### config.mk
export PLATFORM = sky130hd
export DESIGN_NAME = notch_response_analyzer
export DESIGN_NICKNAME = d
export VERILOG_FILES = /design/src/rtl/notch_analyzer_pkg.sv /design/src/rtl/half_power_threshold.sv /design/src/rtl/notch_response_analyzer.sv
export SDC_FILE = /design/constraint.sdc
export NUM_CORES = 1
export LEC_CHECK = 0
export CELL_PAD_IN_SITES_DETAIL_PLACEMENT = 1
export CELL_PAD_IN_SITES_GLOBAL_PLACEMENT = 1
export CORE_ASPECT_RATIO = 0.5
export CORE_MARGIN = 2
export CORE_UTILIZATION = 37
export CTS_CLUSTER_DIAMETER = 50
export CTS_CLUSTER_SIZE = 30
export DETAILED_ROUTE_END_ITERATION = 6
export GPL_ROUTABILITY_DRIVEN = 1
export GPL_TIMING_DRIVEN = 0
export HOLD_SLACK_MARGIN = 0.05
export PLACE_DENSITY_LB_ADDON = 0.1
export SYNTH_ARGS = -nofsm -noshare
export SYNTH_HDL_FRONTEND = slang
export SYNTH_SLANG_ARGS = --single-unit
### constraint.sdc
create_clock -name clk -period 6.56 [get_ports clk]
set_input_delay 0.656 -clock clk [delete_from_list [all_inputs] [get_ports clk]]
set_output_delay 0.656 -clock clk [all_outputs]
set_load 0.01 [all_outputs]
### src/rtl/notch_analyzer_pkg.sv
// Shared constants and FSM encoding for the notch response analyzer.
// Latency: n/a (declarations only); backpressure: n/a.
package notch_analyzer_pkg;

    localparam logic [15:0] HALF_POWER_Q13 = 16'h16A1;

    typedef enum logic [1:0] {
        IDLE = 2'd0,
        RUN  = 2'd1,
        DONE = 2'd2
    } state_t;

endpackage

### src/rtl/half_power_threshold.sv
// Half-power (-3 dB) threshold: (ref_magnitude * 0x16A1) >> FIXED_Q, truncated.
// Latency: combinational; backpressure: none.
module half_power_threshold
    import notch_analyzer_pkg::*;
#(
    parameter int MAG_BITS = 16,
    parameter int FIXED_Q  = 13
) (
    input  logic [MAG_BITS-1:0] ref_magnitude,
    output logic [MAG_BITS-1:0] thr
);

    logic [MAG_BITS+15:0] product;
    logic                 unused_bits;

    assign product = {16'b0, ref_magnitude} * {{MAG_BITS{1'b0}}, HALF_POWER_Q13};
    assign thr     = product[FIXED_Q +: MAG_BITS];

    // The Q13 constant is below 1.0, so the bits above the window are always zero.
    assign unused_bits = ^{product[FIXED_Q-1:0], product[MAG_BITS+15:MAG_BITS+FIXED_Q]};

endmodule

### src/rtl/notch_response_analyzer.sv
// Tracks DC reference, minimum-magnitude bin and -3 dB stopband over one sweep.
// Latency: results registered on the sampling edge, done one cycle after the last beat; no backpressure (one bin/clk).
module notch_response_analyzer
    import notch_analyzer_pkg::*;
#(
    parameter int CONFIG_SIZE = 16,
    parameter int MAG_BITS    = 16,
    parameter int FIXED_Q     = 13
) (
    input  logic                   clk,
    input  logic                   rst,
    input  logic                   start,
    input  logic [CONFIG_SIZE-1:0] config_nfft,
    input  logic [MAG_BITS-1:0]    tf_val_magnitude,
    input  logic [MAG_BITS-1:0]    tf_val_phase,
    input  logic                   tf_val_valid,
    output logic [MAG_BITS-1:0]    ref_magnitude,
    output logic [CONFIG_SIZE-1:0] notch_idx,
    output logic [MAG_BITS-1:0]    notch_magnitude,
    output logic [MAG_BITS-1:0]    notch_phase,
    output logic [CONFIG_SIZE-1:0] stop_lo_idx,
    output logic [CONFIG_SIZE-1:0] stop_hi_idx,
    output logic [CONFIG_SIZE-1:0] stopband_bins,
    output logic                   busy,
    output logic                   done
);

    state_t                 state, state_nxt;
    logic [CONFIG_SIZE-1:0] nfft_q;
    logic [CONFIG_SIZE-1:0] bin_cnt;
    logic [MAG_BITS-1:0]    thr;
    logic                   empty_sweep;
    logic                   beat;
    logic                   last_beat;

    half_power_threshold #(
        .MAG_BITS (MAG_BITS),
        .FIXED_Q  (FIXED_Q)
    ) u_thr (
        .ref_magnitude (ref_magnitude),
        .thr           (thr)
    );

    // A zero-length sweep must not consume a beat, otherwise bin 0 would leak into results.
    assign empty_sweep = (state == RUN) && !start && (nfft_q == '0);
    assign beat        = (state == RUN) && !start && tf_val_valid && (nfft_q != '0);
    assign last_beat   = beat && (bin_cnt == nfft_q - 1'b1);

    always_comb begin
        state_nxt = state;
        if (start) begin
            state_nxt = RUN;
        end else begin
            case (state)
                RUN:     if (last_beat || empty_sweep) state_nxt = DONE;
                default: state_nxt = state;
            endcase
        end
    end

    always_ff @(posedge clk) begin
        if (rst) begin
            state <= IDLE;
            busy  <= 1'b0;
            done  <= 1'b0;
        end else begin
            state <= state_nxt;
            busy  <= (state_nxt == RUN);
            done  <= (state == RUN) && (state_nxt == DONE);
        end
    end

    always_ff @(posedge clk) begin
        if (rst || start) begin
            nfft_q          <= rst ? '0 : config_nfft;
            bin_cnt         <= '0;
            ref_magnitude   <= '0;
            notch_idx       <= '0;
            notch_magnitude <= '0;
            notch_phase     <= '0;
            stop_lo_idx     <= '0;
            stop_hi_idx     <= '0;
            stopband_bins   <= '0;
        end else if (beat) begin
            bin_cnt <= bin_cnt + 1'b1;
            if (bin_cnt == '0) begin
                ref_magnitude   <= tf_val_magnitude;
                notch_idx       <= '0;
                notch_magnitude <= tf_val_magnitude;
                notch_phase     <= tf_val_phase;
            end else begin
                if (tf_val_magnitude < notch_magnitude) begin
                    notch_idx       <= bin_cnt;
                    notch_magnitude <= tf_val_magnitude;
                    notch_phase     <= tf_val_phase;
                end
                if (tf_val_magnitude < thr) begin
                    stopband_bins <= stopband_bins + 1'b1;
                    stop_hi_idx   <= bin_cnt;
                    if (stopband_bins == '0) stop_lo_idx <= bin_cnt;
                end
            end
        end
    end

endmodule

* Yosys cells after proc, flatten, opt, wreduce, memory -nomap -nowiden *
Cells that the tools add are included.

storage, ports and cells
  register bits = 148
  output and inout bits = 114
  word-level logic and storage cells = 50

cells by class
  $add $sub $neg = 3
  multiply operators = 1
  order comparisons = 2
  equal/unequal tests = 4
  multiplexer cells = 9
  bitwise gates (word level) = 1
  reduce and logical (&&, ||, !) cells = 18

operator list
  operator                number
  $mux 16                 6
  $logic_not 16->1        3
  $add 16x1->16 const B   2
  $lt 16x16->1            2
  $mul 16x13->29 const B  1
  $eq 16x16->1            1
  $reduce_bool 16->1      1
  $sub 16x1->16 const B   1
  $logic_and 1x1->1       6
  $mux 2                  3
  $eq 2x1->1 const B      2
  $reduce_and 2->1        2
  $reduce_and 4->1        1
  $reduce_and 3->1        1
  $eq 2x2->1 const B      1
  $logic_or 1x1->1        2
  $reduce_bool 2->1       1
  $logic_not 1->1         1
  $not 1->1               1

* Logic depth before layout (Yosys ltp) *
  depth after elaboration = 11
  mapped depth = 26
  depth with buffers taken out = 24

* Hierarchy *
Synthesis repeated with hierarchy kept, for this count alone.

unflattened totals
  cells, all modules = 1,190
  area, all modules = 10,197.3 µm²

modules (own cells, without submodules)
  module                   times used  cells an instance  area each (µm²)  seq. area each (µm²)
  notch_response_analyzer  1           852                7,215.7          3,123.0
  half_power_threshold     1           338                2,981.6          0.0

* Worst setup path before layout *
No wires, ideal clock.

  kind = register -> register
  start = register ref_magnitude[5]
  end = register stop_lo_idx[5]
  setup time = 0.072 ns
  data arrival time = 6.120 ns
  path slack = 0.369 ns
  stages on the path, launching flop included = 26
  buffers on the path = 1
  clock period less this slack = 6.191 ns
  path through = dfxtp_1 -> ha_1 -> inv_1 -> fa_1 -> inv_1 -> fa_1 -> inv_1 -> fa_1 -> fa_1 -> inv_1 -> ha_1 -> nand2_1 -> nor4bb_1 -> o211ai_1 -> and2_1 -> o21ai_0 -> xnor2_1 -> ha_1 -> a21o_1 -> a21oi_1 -> nand2_1 -> a211oi_4 -> nand3_2 -> nor3_4 -> buf_6 -> mux2i_1

between the ends
  word-level cells in the longest chain between the ends = 3

ends and longest elaborated chain
  what                        line                            RTL
  start, declared             notch_response_analyzer.sv:17   output logic [MAG_BITS-1:0] ref_magnitude,
  start signal, assigned      notch_response_analyzer.sv:87   ref_magnitude <= tf_val_magnitude;
  $mul 16x13->29              half_power_threshold.sv:16      assign product = {16'b0, ref_magnitude} * {{MAG_BITS{1'b0}}, HALF_POWER_Q13};
  $lt 16x16->1                notch_response_analyzer.sv:97   if (tf_val_magnitude < thr) begin
  $reduce_and 4->1 (no line)  n/a
  end signal, assigned        notch_response_analyzer.sv:100  if (stopband_bins == '0) stop_lo_idx <= bin_cnt;
  end, declared               notch_response_analyzer.sv:21   output logic [CONFIG_SIZE-1:0] stop_lo_idx,

No other way between the ends.
A chain may end at the register's enable or synchronous reset.

* Worst setup path after layout *
  start = register ref_magnitude[2]
  end = register stop_hi_idx[4]

between the ends
  word-level cells in the longest chain between the ends = 3

ends and longest elaborated chain
  what                        line                           RTL
  $mul 16x13->29              half_power_threshold.sv:16
  $lt 16x16->1                notch_response_analyzer.sv:97
  $reduce_and 3->1 (no line)  n/a
  end signal, assigned        notch_response_analyzer.sv:99  stop_hi_idx <= bin_cnt;
  end, declared               notch_response_analyzer.sv:22  output logic [CONFIG_SIZE-1:0] stop_hi_idx,

No other way between the ends.

==> metrics.txt <==
count of nets left with antenna violations after detail routing 0; clock input transition at the sequential cells of the worst setup and hold paths approximately 0.06 ns; Synth Area in Adders around a quarter; Compound-Gate Fraction of Synth Area 8.31%; overall die area approximately 0.029 sq mm; Ports ~170; total via count in the routed design between 8,000 and 9,000; Period minus WS final 6.45 ns; crit path DAT ~6.7 ns; number of buffers created by CTS 17; simple-gate share of the synthesized area between 10% and 20%; multiplexer share of the synthesized area 8.37%; count of final hold-check violations 0; final period utilization a little over nine tenths; slew at the pin closest to its max-slew limit 0.699 ns; TritonCTS clock tree built; # clock sinks 148; distinct cell type count after synthesis 67; post-synthesis net count roughly 1,300; fraction of post-synthesis cell area in the top cell type by area between 20% and 30%; area growth from synthesis to layout 35.2%; die extent in x 237 um; grt ovf 0; commonest cells after routing, fill and taps aside sky130_fd_sc_hd__nand2_1, sky130_fd_sc_hd__clkdlybuf4s50_1, sky130_fd_sc_hd__dfxtp_1; Syn Std Cell Area 0.0100 sq mm; standard-cell rows 42; y dimension of the die 120 um; detailed-route DRC error count 0; Post-synth EDFFs 16; library cell with the largest summed area after synthesis sky130_fd_sc_hd__dfxtp_1; critical path class reg2reg; Clock Root Buffer sky130_fd_sc_hd__clkbuf_16; Slew Limit Fails 0; final setup vio count 0; final total power approximately 2200 uW; routed vias/inst a little over 5; vias in the first global route between 9,000 and 10,000; clock buffer depth 2; Clock Latency Late Sink 0.42 ns; antenna diode count 0; biggest area contributors in the synthesized netlist sky130_fd_sc_hd__dfxtp_1, sky130_fd_sc_hd__ha_1, sky130_fd_sc_hd__fa_1; area of the core region between 0.02 and 0.03 sq mm; Total Neg Setup Slack 0 ns; number of antenna violations at the first check in global routing 0; fmax 155 MHz; post-synthesis xor/xnor area fraction under 10%; FF+latch count, synth between 100 and 150; share of layout cells above drive strength 1 ~11%; hold path startpoint stop_lo_idx[15]$_SDFFE_PP0P_; Post-Syn Area per Cell 9.10 sq um; sequential share of the synthesized area approximately 31%; number of max-cap violations 0; detailed-route wire length 32,400 um; type of element capturing the critical path flip-flop; unrepaired setup endpoints after global routing yes; power density over cell area between 150 and 200 mW/mm^2; number of warnings reported in the yosys synthesis log 0; Peak supply drop between 0.00015 and 0.0002 V; predominant post-synthesis flop cell sky130_fd_sc_hd__dfxtp_1; initial core utilization around 38%; iteration count of the initial detailed-routing pass 4; worst setup path startpoint ref_magnitude[2]$_SDFFE_PP0P_; GPL Wtd Cong between 0.8 and 0.9; launch point of the worst reg-to-reg path ref_magnitude[2]$_SDFFE_PP0P_; worst hold-check path type reg2reg; drt wl/cell 19.3 um; Synth Instances approximately 1,100; maximum fanout along the worst path 8; Static Leakage 0.00545 uW; Worst EP required ~7 ns; Slew HR about 53%; largest net degree at the start of global routing 26; global-route usage over all layers 22.3%; DP HPWL about 24,000 um; total of buffers placed on input and output ports 165; reg2reg setup slack around 0.11 ns; wire length of the first global-routing pass approximately 50,000 um; startpoint types flip-flop; main combinational cell family by area after synthesis adder cells; H-tree depth 4; share of flip-flops with an asynchronous set or reset after synthesis 0%; drt first-iter violations 240; setup clock skew after layout just under 0.01 ns; outcome finished clean; Nets approximately 1,500
-- timing repair --
item	4_1_cts	5_1_grt
pin swaps	20	40
gates cloned	2	3
setup endpoints to repair	48	47
hold buffers	0	0
gates resized for setup	68	48
setup buffers	11	10
-- where the power goes --
part,internal [uW],total (uW),switching (uW)
clock network,558,958,400
logic,121,265,144
registers,925,944,18.6
total,1600,2170,563
-- Yosys cell counts (5+ instances only) --
library cell,count
sky130_fd_sc_hd__nand3_1,33
sky130_fd_sc_hd__o31ai_1,7
sky130_fd_sc_hd__nand2_1,166
sky130_fd_sc_hd__nand2b_1,5
sky130_fd_sc_hd__xnor2_1,31
sky130_fd_sc_hd__xor2_1,19
sky130_fd_sc_hd__clkbuf_1,38
sky130_fd_sc_hd__inv_1,120
sky130_fd_sc_hd__nor2b_1,19
sky130_fd_sc_hd__a21oi_1,49
sky130_fd_sc_hd__or3_1,11
sky130_fd_sc_hd__nor4_1,6
sky130_fd_sc_hd__nand4_1,16
sky130_fd_sc_hd__nor2_1,51
sky130_fd_sc_hd__o211ai_1,8
sky130_fd_sc_hd__and3_1,5
sky130_fd_sc_hd__dfxtp_1,132
sky130_fd_sc_hd__edfxtp_1,16
sky130_fd_sc_hd__ha_1,120
sky130_fd_sc_hd__or4_1,11
sky130_fd_sc_hd__mux2i_1,84
sky130_fd_sc_hd__fa_1,43
sky130_fd_sc_hd__o21ai_0,16
sky130_fd_sc_hd__nor3_1,10
sky130_fd_sc_hd__o21ai_1,5
sky130_fd_sc_hd__a21o_1,14
-- metrics by stage --
step | cells | cell area [sq um] | util, % | setup WS [ns] | hold WS, ns
final | 1679 | 13600 | 51.1 | 0.106 | 0.461
after global routing | 1679 | 13600 | 51.1 | -0.0925 | 0.482
after CTS | 1665 | 13100 | 49.4 | 0.00149 | 0.463
after detailed placement | 1620 | 12100 | 45.7 | -1.12 | 0.454
after global placement | 1620 | 12100 | 45.7 | -1.05 | 0.443
after floorplan | 1103 | 10000 | - | 0.369 | 0.456
-- final timing paths --
kind,depth (start not counted),endpoint
min,2,stop_lo_idx[15]$_SDFFE_PP0P_
max,26,stop_hi_idx[4]$_SDFFE_PP0P_
max reg2reg,26,stop_hi_idx[4]$_SDFFE_PP0P_
min reg2reg,2,stop_lo_idx[15]$_SDFFE_PP0P_
-- layer usage --
metal,vias up,GRT usage [%],wire length [um]
li1,4173,-,-
met1,4348,26.9,13900
met2,114,42.3,17100
met3,38,3.08,829
met4,0,4.67,560
met5,-,0,0
-- cell families after synthesis --
group | count (synthesis)
and+or+nand+nor | 359
adders and majority gates | 163
xor gates and xnor gates | 51
DFF | 148
muxes | 84
AOI/OAI and AO/OA | 129
buffers and inverters | 169
-- sequential cells by signal, summed over array words and instances, names as in the netlist --
signal,flops
stopband_bins,16
bin_cnt,16
notch_phase,16
ref_magnitude,16
notch_idx,16
stop_lo_idx,16
stop_hi_idx,16
done,1
state,2
busy,1
notch_magnitude,16
nfft_q,16
-- critical path: stages, from the launching register on --
cell                       delay [ns]
sky130_fd_sc_hd__dfxtp_4         0.40
sky130_fd_sc_hd__ha_4            0.28
sky130_fd_sc_hd__inv_1           0.05
sky130_fd_sc_hd__fa_1            0.52
sky130_fd_sc_hd__inv_2           0.04
sky130_fd_sc_hd__fa_1            0.56
sky130_fd_sc_hd__inv_2           0.05
sky130_fd_sc_hd__fa_1            0.46
sky130_fd_sc_hd__fa_1            0.52
sky130_fd_sc_hd__inv_2           0.05
sky130_fd_sc_hd__ha_4            0.29
sky130_fd_sc_hd__nand2_4         0.06
sky130_fd_sc_hd__nor4bb_4        0.36
sky130_fd_sc_hd__o211ai_1        0.20
sky130_fd_sc_hd__and2_4          0.23
sky130_fd_sc_hd__o21ai_4         0.18
sky130_fd_sc_hd__o311ai_4        0.14
sky130_fd_sc_hd__ha_4            0.31
sky130_fd_sc_hd__nand3_4         0.09
sky130_fd_sc_hd__nor4_4          0.33
sky130_fd_sc_hd__o21ai_1         0.12
sky130_fd_sc_hd__a31o_2          0.30
sky130_fd_sc_hd__nand3_4         0.19
sky130_fd_sc_hd__buf_16          0.17
sky130_fd_sc_hd__buf_12          0.13
sky130_fd_sc_hd__mux2i_1         0.20
sky130_fd_sc_hd__nor2_1          0.06
-- layout make-up --
class / count / area (sq um)
multi-input cells: 786 / 6710
flip-flops and latches: 148 / 3180
inverters: 120 / 453
fillers: 2984 / 13000
well taps: 352 / 440
plain buffers: 49 / 264
repair buffers: 192 / 1950
clock inverters: 10 / 97.6
clock buffers: 22 / 475
No activity file was read; power rests on OpenSTA's default activity.
==> RTL edit, RTL diff (same settings) <==
Register the inputs `start`, `config_nfft`, `tf_val_magnitude`, `tf_val_phase` and `tf_val_valid` before use, cleared by the reset. The logic sees them one clock later.
--- a/src/rtl/notch_response_analyzer.sv
+++ b/src/rtl/notch_response_analyzer.sv
@@ -26,4 +26,26 @@
 );
 
+    logic start_q;
+    logic [CONFIG_SIZE-1:0] config_nfft_q;
+    logic [MAG_BITS-1:0] tf_val_magnitude_q;
+    logic [MAG_BITS-1:0] tf_val_phase_q;
+    logic tf_val_valid_q;
+
+    always_ff @(posedge clk) begin
+        if (rst) begin
+            start_q            <= '0;
+            config_nfft_q      <= '0;
+            tf_val_magnitude_q <= '0;
+            tf_val_phase_q     <= '0;
+            tf_val_valid_q     <= '0;
+        end else begin
+            start_q            <= start;
+            config_nfft_q      <= config_nfft;
+            tf_val_magnitude_q <= tf_val_magnitude;
+            tf_val_phase_q     <= tf_val_phase;
+            tf_val_valid_q     <= tf_val_valid;
+        end
+    end
+
     state_t                 state, state_nxt;
     logic [CONFIG_SIZE-1:0] nfft_q;
@@ -43,11 +65,11 @@
 
     // A zero-length sweep must not consume a beat, otherwise bin 0 would leak into results.
-    assign empty_sweep = (state == RUN) && !start && (nfft_q == '0);
-    assign beat        = (state == RUN) && !start && tf_val_valid && (nfft_q != '0);
+    assign empty_sweep = (state == RUN) && !start_q && (nfft_q == '0);
+    assign beat        = (state == RUN) && !start_q && tf_val_valid_q && (nfft_q != '0);
     assign last_beat   = beat && (bin_cnt == nfft_q - 1'b1);
 
     always_comb begin
         state_nxt = state;
-        if (start) begin
+        if (start_q) begin
             state_nxt = RUN;
         end else begin
@@ -72,6 +94,6 @@
 
     always_ff @(posedge clk) begin
-        if (rst || start) begin
-            nfft_q          <= rst ? '0 : config_nfft;
+        if (rst || start_q) begin
+            nfft_q          <= rst ? '0 : config_nfft_q;
             bin_cnt         <= '0;
             ref_magnitude   <= '0;
@@ -85,15 +107,15 @@
             bin_cnt <= bin_cnt + 1'b1;
             if (bin_cnt == '0) begin
-                ref_magnitude   <= tf_val_magnitude;
+                ref_magnitude   <= tf_val_magnitude_q;
                 notch_idx       <= '0;
-                notch_magnitude <= tf_val_magnitude;
-                notch_phase     <= tf_val_phase;
+                notch_magnitude <= tf_val_magnitude_q;
+                notch_phase     <= tf_val_phase_q;
             end else begin
-                if (tf_val_magnitude < notch_magnitude) begin
+                if (tf_val_magnitude_q < notch_magnitude) begin
                     notch_idx       <= bin_cnt;
-                    notch_magnitude <= tf_val_magnitude;
-                    notch_phase     <= tf_val_phase;
+                    notch_magnitude <= tf_val_magnitude_q;
+                    notch_phase     <= tf_val_phase_q;
                 end
-                if (tf_val_magnitude < thr) begin
+                if (tf_val_magnitude_q < thr) begin
                     stopband_bins <= stopband_bins + 1'b1;
                     stop_hi_idx   <= bin_cnt;
Formal check against the unedited RTL: not equivalent (Yosys sat finds a counterexample within 4 cycles, from zero or initial values and one cycle with rst high).
==> RTL edit against the original RTL <==
- final area increased by 12%
- sequential power up 33%
- count of clock-buffer cells in the layout shrank 3
- sequential share of layout area up 4.2 points
- global-route usage decreased by 0.33 points
- total power increased by 19%
- via count increased by 6.9%
- sequential cell count is 50 higher
- synthesized area grew 13%
- critical path type unchanged
- routed wire length increased by 9.1%
- critical path depth shrank 3
- maximum frequency down 0.47%
- highest routed layer unchanged
- worst setup slack got worse by 0.031 ns
==> RTL edit: results (changes against the original RTL) <==
[power_and_ir_drop]
vdd_drop_max_mv = 0.185  ; was 0.164 mV
sequentialPower_mw = 1.26  ; was 0.944 mW
total_leakage_power_nw = 6.32  ; was 5.45 nW
switching_power_mw = 0.659  ; was 0.563 mW
maxPowerGroup = sequential cells  ; was clock
power_frac_clock_pct = 41.8  ; was 44.2%

[grt]
grt_pass1_vias = 9993  ; was 9415
grt_pass1_wl_mm = 54.5  ; was 50.0 mm
grt_usage_pct = 22.0  ; was 22.3%

[logic_synthesis]
yosys.cell_types.count = 70  ; was 67
yosysSeqAreaShare_pct = 36.4  ; was 31.1%
synthesis.nets = 1389  ; was 1318
synth.area.top_cells = dfxtp_1 32%, ha_1 13%, fa_1 7.6%  ; was dfxtp_1 26%, ha_1 15%, fa_1 8.6%
synth.top_cells.by_count = 182 x dfxtp_1, 120 x ha_1, 116 x inv_1  ; was 166 x nand2_1, 132 x dfxtp_1, 120 x ha_1, 120 x inv_1, 84 x mux2i_1
postSynthAreaPerCell_um2 = 9.66  ; was 9.10 um^2

[drt]
drt_iter0_markers = 364  ; was 240
wl_met2_mm = 17.9  ; was 17.1 mm
first_pass_iters = 5  ; was 4
drt-wirelength-per-cell_um = 19.5  ; was 19.3 um
vias = 9271  ; was 8673
wl_met3_um = 694  ; was 829 um
wl_met1_mm = 15.9  ; was 13.9 mm

[placement]
dp_hpwl_mm = 26.4  ; was 24.5 mm
place.gp.congestion = 0.830  ; was 0.823
placed_cell_area_um2 = 13500  ; was 12100 um^2
dp_cells = 1737  ; was 1620

[layout]
drive_gt1_share_pct = 13.7  ; was 11.2%
finalNonFillerCells = 1815  ; was 1679
fin_nets = 1618  ; was 1529

[setup_path]
critPathMaxFanout = 5  ; was 8
rr_endpoint = stop_lo_idx[11]  ; was stop_hi_idx[4]
cp-startpoint = ref_magnitude[3]  ; was ref_magnitude[2]
rr_worst_depth = 23  ; was 26
max_stage_delay_ns = 0.54  ; was 0.56 ns
r2r_slack_ns = 0.08  ; was 0.11 ns
cp.arrival_ns = 6.76  ; was 6.74 ns

[timing]
worst_hold_slack_ns = 0.445  ; was 0.461 ns
relSlewSlack_pct = 20.0  ; was 53.4%
fin_skew_ns = 0.0119  ; was 0.00970 ns

[clocking]
clk_latency_ns = 0.44  ; was 0.42 ns
path_clk_slew_ns = 0.08  ; was 0.06 ns

[worst_hold_path]
holdPathEnd = notch_phase[2]  ; was stop_lo_idx[15]
min-delay-start = tf_val_phase_q[2]  ; was stop_lo_idx[15]

[status]
outcome = finished clean  ; unchanged

-- RTL edit: per-layer routing --
| metal | vias to the layer above | global-route usage (%) |
|---|---|---|
| met5 | - | 0 |
| met1 | 4645 | 27.1 |
| li1 | 4471 | - |
| met2 | 113 | 39.9 |
| met3 | 42 | 2.98 |
| met4 | 0 | 6.97 |
-- RTL edit: through the flow --
stage,total power [mW],util [%],setup TNS [ns],setup slack [ns]
finish,2.58,50.1,0,0.0750
global route,2.67,50.1,-2.96,-0.149
CTS,2.59,48.2,0,0.00712
detailed placement,1.52,44.7,-39.89,-0.964
global placement,1.51,44.7,-34.68,-0.832
floorplan,1.42,-,0,0.0327
-- RTL edit: layout make-up --
class | count | area, um^2
fill | 3350 | 15100
multi-input combinational | 802 | 7080
sequential | 198 | 4180
timing repair buffer | 210 | 2050
tap | 399 | 499
clock buffer | 19 | 464
inverter | 116 | 435
buffer | 58 | 313
clock inverter | 13 | 133
-- RTL edit: what timing repair did --
item / 4_1_cts / 5_1_grt
endpoints found under the setup margin: 48 / 48
gates resized for setup: 62 / 76
hold endpoints to repair: 0 / 0
pin swaps: 21 / 54
gates cloned: 0 / 2
buffers inserted: 25 / 19
hold buffers: 0 / 0
-- RTL edit: cells by family (layout without fill, tap and decap cells) --
family                   count (synthesis)  count (layout)  share of synthesized area (%)
AND/OR/NAND/NOR                        376             376                           17.3
buffers and inverters                  174             416                           6.25
multiplexers                            65              65                           5.74
adder cells (fa/ha/maj)                163             163                           20.8
flip-flops                             198             198                           36.4
XOR/XNOR                                57              57                           4.40
AO/OA/AOI/OAI                          141             141                           9.11
